==> config.mk <==
export PLATFORM = sky130hd
export DESIGN_NAME = arb_rsp_router
export DESIGN_NICKNAME = d
export VERILOG_FILES = /design/src/rtl/arb_rsp_router.sv
export SDC_FILE = /design/constraint.sdc
export NUM_CORES = 1
export LEC_CHECK = 0
export ABC_AREA = 1
export BUFFER_PORTS_ARGS = -buffer_cell sky130_fd_sc_hd__buf_2
export CORE_MARGIN = 3
export CORE_UTILIZATION = 54
export CTS_BUF_LIST = sky130_fd_sc_hd__clkbuf_4
export DETAILED_ROUTE_END_ITERATION = 10
export HOLD_SLACK_MARGIN = 0.03
export PLACE_DENSITY = 0.91
export SYNTH_ARGS = -nofsm -noshare
export SYNTH_HDL_FRONTEND = slang
export SYNTH_SLANG_ARGS = --single-unit
==> constraint.sdc <==
create_clock -name clk -period 4.8 [get_ports clk]
set_clock_uncertainty 0.1 [all_clocks]
set_input_delay 0.96 -clock clk [delete_from_list [all_inputs] [get_ports clk]]
set_output_delay 0.96 -clock clk [all_outputs]
set_load 0.03 [all_outputs]
==> src/rtl/arb_rsp_router.sv <==
// Response-return router: remembers which requester won each issued request
// and steers the single downstream response stream back to it, in issue order.
module arb_rsp_router #(
    parameter int NUM_PORTS = 4,
    parameter int DATA_W    = 8,
    parameter int DEPTH     = 4
) (
    input  logic                      clk,
    input  logic                      reset_n,
    input  logic                      issue_valid_i,
    input  logic [NUM_PORTS-1:0]      issue_gnt_i,
    output logic                      issue_ready_o,
    input  logic                      rsp_valid_i,
    input  logic [DATA_W-1:0]         rsp_data_i,
    output logic                      rsp_ready_o,
    output logic [NUM_PORTS-1:0]      port_rsp_valid_o,
    output logic [DATA_W-1:0]         port_rsp_data_o,
    input  logic [NUM_PORTS-1:0]      port_rsp_ready_i,
    output logic [$clog2(DEPTH):0]    outstanding_o,
    output logic                      err_o
);

    localparam int IDX_W = $clog2(NUM_PORTS);
    localparam int AW    = $clog2(DEPTH);
    localparam int PTR_W = AW + 1;

    logic [IDX_W-1:0] mem [DEPTH];
    logic [PTR_W-1:0] wr_ptr;
    logic [PTR_W-1:0] rd_ptr;
    logic             full;
    logic             empty;
    logic [IDX_W-1:0] gnt_idx;
    logic             gnt_onehot;
    logic             issue_fire;
    logic             push;
    logic             bad_gnt;
    logic [IDX_W-1:0] head;
    logic             pop;
    logic             spurious;

    // Pointers carry a wrap bit: equal means empty, differing only in the
    // wrap bit means full.
    assign full  = (wr_ptr[PTR_W-1] != rd_ptr[PTR_W-1]) &&
                   (wr_ptr[AW-1:0] == rd_ptr[AW-1:0]);
    assign empty = (wr_ptr == rd_ptr);

    always_comb begin
        gnt_idx = '0;
        for (int k = 0; k < NUM_PORTS; k++) begin
            if (issue_gnt_i[k]) begin
                gnt_idx = IDX_W'(k);
            end
        end
    end

    assign gnt_onehot = (issue_gnt_i != '0) &&
                        ((issue_gnt_i & (issue_gnt_i - NUM_PORTS'(1))) == '0);

    // Handshakes: a transfer happens in a cycle where valid and ready are both
    // high. issue_ready_o depends only on registered fullness, so a pop never
    // frees a slot for an issue in the same cycle.
    assign issue_ready_o = !full;
    assign issue_fire    = issue_valid_i && issue_ready_o;
    assign push          = issue_fire && gnt_onehot;
    assign bad_gnt       = issue_fire && !gnt_onehot;

    assign head = mem[rd_ptr[AW-1:0]];

    always_comb begin
        port_rsp_valid_o = '0;
        rsp_ready_o      = 1'b1;
        if (!empty) begin
            port_rsp_valid_o[head] = rsp_valid_i;
            rsp_ready_o            = port_rsp_ready_i[head];
        end
    end

    assign pop             = !empty && rsp_valid_i && rsp_ready_o;
    assign spurious        = empty && rsp_valid_i;
    assign port_rsp_data_o = rsp_data_i;
    assign outstanding_o   = wr_ptr - rd_ptr;

    always_ff @(posedge clk or negedge reset_n) begin
        if (!reset_n) begin
            wr_ptr <= '0;
            rd_ptr <= '0;
            err_o  <= 1'b0;
        end else begin
            if (push) begin
                wr_ptr <= wr_ptr + PTR_W'(1);
            end
            if (pop) begin
                rd_ptr <= rd_ptr + PTR_W'(1);
            end
            if (bad_gnt || spurious) begin
                err_o <= 1'b1;
            end
        end
    end

    // Storage needs no reset: entries are only read between push and pop.
    always_ff @(posedge clk) begin
        if (push) begin
            mem[wr_ptr[AW-1:0]] <= gnt_idx;
        end
    end

endmodule

==> run metrics <==
Crit-path slowest cell=dfrtp_1; CTS max path bufs=2; first-iteration detailed-routing DRC count=14; Mapped Avg Cell Area=roughly 8.7 µm²; Seq/Total Area, Yosys=40.4%; vias in the first global route=~740; max_cap viols=0; vias=roughly 780; max-slew violation count=0; DPL Wire Length=1470 µm; Avg WL per Cell=11.4 µm; Setup CP Type=reg2out; hold buffers post-CTS=0; peak supply drop=0.483 mV; CTS root buf=clkbuf_4; Power per Cell Area=663 nW/µm²; Synth Warn #=0; Worst-Skew Late Latency=around 0.28 ns; worst hold path class=in2async; synth-to-layout area growth=10.1%; non-filler instance count after layout=160; Final Hold Fails=0; Post-route DRC=0; startpoint type of the worst setup path=flip-flop; post-CTS setup buffer count=0; dpl cells=approximately 160; CTS sink cnt=15; # nets final=roughly 160; Lkg Pwr=around 0.57 nW; number of diodes=0; run status=finished clean; first-pass GRT wire length=3220 µm; CP required=~3.7 ns; Max stage delay on crit path=approximately 0.48 ns; GRT Total Usage=between 10% and 20%; Routed Antenna Nets=0; Synth Register Bits=15; Crit. End Element=primary output; largest net degree at the start of global routing=10; layout cells sized above 1=around a third; Syn Inst Count=118; DIE HEIGHT=49.6 µm; die footprint=2460 µm²; CTS clock-pin slew for the worst setup and hold paths=around 0.090 ns; port bufs=21; period utilization=65.8%; Post-Syn Area=approximately 1000 µm²; Initial Utilization=around three fifths; critical-path cell list=inv_1 -> ha_1 -> nand4_1 -> nand2_1 -> nor3_1 -> buf_2; fillcell total=~170; routed wire length=between 1500 and 2000 µm; top-level port count=38; CTS tree=built; chip width=49.6 µm; WP data arrival=approximately 2.1 ns; RSZ-0062 raised after global routing=false; # resized after CTS=0; setup TNS=0 ns; Fmax achieved=between 0.3 and 0.4 GHz; Worst slew margin=75.8%; Max FO, Critical Path=7; TritonRoute pass-1 iters=5; total global routing overflow=0; Worst Tran Pin Value=approximately 0.36 ns; Final setup viols=0; Final min period=3.16 ns; initial antenna violation count=0; Placer Congestion=0.830; H-tree depth=1; Net Count, Synth=between 100 and 150; CORE AREA=roughly 1800 µm²; DR vias/cell=approximately 4.8; Cell variety after synth=22; Inserted Clock Buffers=3; row count=15
sequential cells by signal (all words and copies together) (netlist names):
signal and cells:
err_o 1, mem 8, rd_ptr 3, wr_ptr 3
power breakdown:
group          switching (mW)  internal (mW)
registers              0.0363          0.164
clock network          0.0389         0.0309
logic                   0.331          0.150
total                   0.406          0.345
layer usage:
layer,global-route usage [%],wire [µm],share of wire [%],vias to the layer above
met3,3.32,97,5.3,2
met1,20.5,815,45,347
li1,-,-,-,405
met2,29.1,908,50,21
met4,4.61,10,0.55,0
met5,0,0,0,-
cell families (layout without fill, tap and decap cells):
kind of cell | count (synthesis) | after routing | synth area share [%]
compound gates | 4 | 4 | 1.95
xor+xnor | 4 | 4 | 3.41
fa+ha+maj | 8 | 8 | 10.5
buf+inv | 25 | 42 | 12.0
flops | 15 | 15 | 40.4
simple gates | 62 | 62 | 31.8
through the flow:
stage / cell area (µm²) / total power [mW] / util, % / hold WS, ns / worst slack [ns]
2_1_floorplan: 1030 / 0.583 / - / 0.363 / 1.85
3_3_place_gp: 1100 / 0.670 / 62.6 / 0.380 / 2.11
3_5_place_dp: 1100 / 0.686 / 62.6 / 0.401 / 1.98
4_1_cts: 1130 / 0.760 / 64.2 / 0.397 / 1.65
5_1_grt: 1130 / 0.822 / 64.2 / 0.394 / 1.42
6_report: 1130 / 0.751 / 64.2 / 0.397 / 1.64
final timing paths:
kind | endpoint | slack, ns | cells after the start | start
max | port_rsp_valid_o[3] | 1.64 | 6 | rd_ptr[1]
min | wr_ptr[0] | 0.40 | 1 | reset_n
max reg2reg | mem[2][1] | 2.95 | 7 | rd_ptr[1]
min reg2reg | err_o | 0.42 | 2 | err_o
max in group asynchronous | wr_ptr[1] | 4.05 | 1 | reset_n
min in group clk | err_o | 0.42 | 2 | err_o
cell usage after synthesis (all sizes together):
cell type  number  share of area (%)
nor3            4                2.4
nor2           10                3.9
o21ai           2               0.97
nand3           9                7.1
nand4           4                2.4
buf             8                5.8
a21oi           2               0.97
dfrtp           7                 17
nand2          35                 16
inv            17                6.2
xor2            4                3.4
edfxtp          8                 23
fa              1                1.9
ha              7                8.5
cell type report:
type	count	area (µm²)	area share, %
inverter	17	63.8	5.64
tap	25	31.3	2.76
multi-input combinational	78	489	43.2
sequential	15	415	36.7
clock buffer	3	22.5	1.99
clock inverter	1	5.00	0.442
timing repair buffer	21	105	9.28
placed cells by master (no fill, tap or decap), types with 3 or more instances in the layout:
cell      instances
nand2_1          26
buf_2            21
inv_1            13
nor2_1            9
edfxtp_1          8
nand2_2           7
ha_1              7
dfrtp_1           7
nand3_1           5
inv_2             4
nand4_1           4
xor2_1            4
nand3_2           3
nor3_1            3
clkbuf_4          3
critical path: cells and delay by family (launching register included):
family,cells,cell delay [ns]
flip-flops,1,0.48
buffers and inverters,2,0.35
adder cells (fa/ha/maj),1,0.33
AND/OR/NAND/NOR,3,0.67
Note: power is estimated with default switching activity, not from simulation.
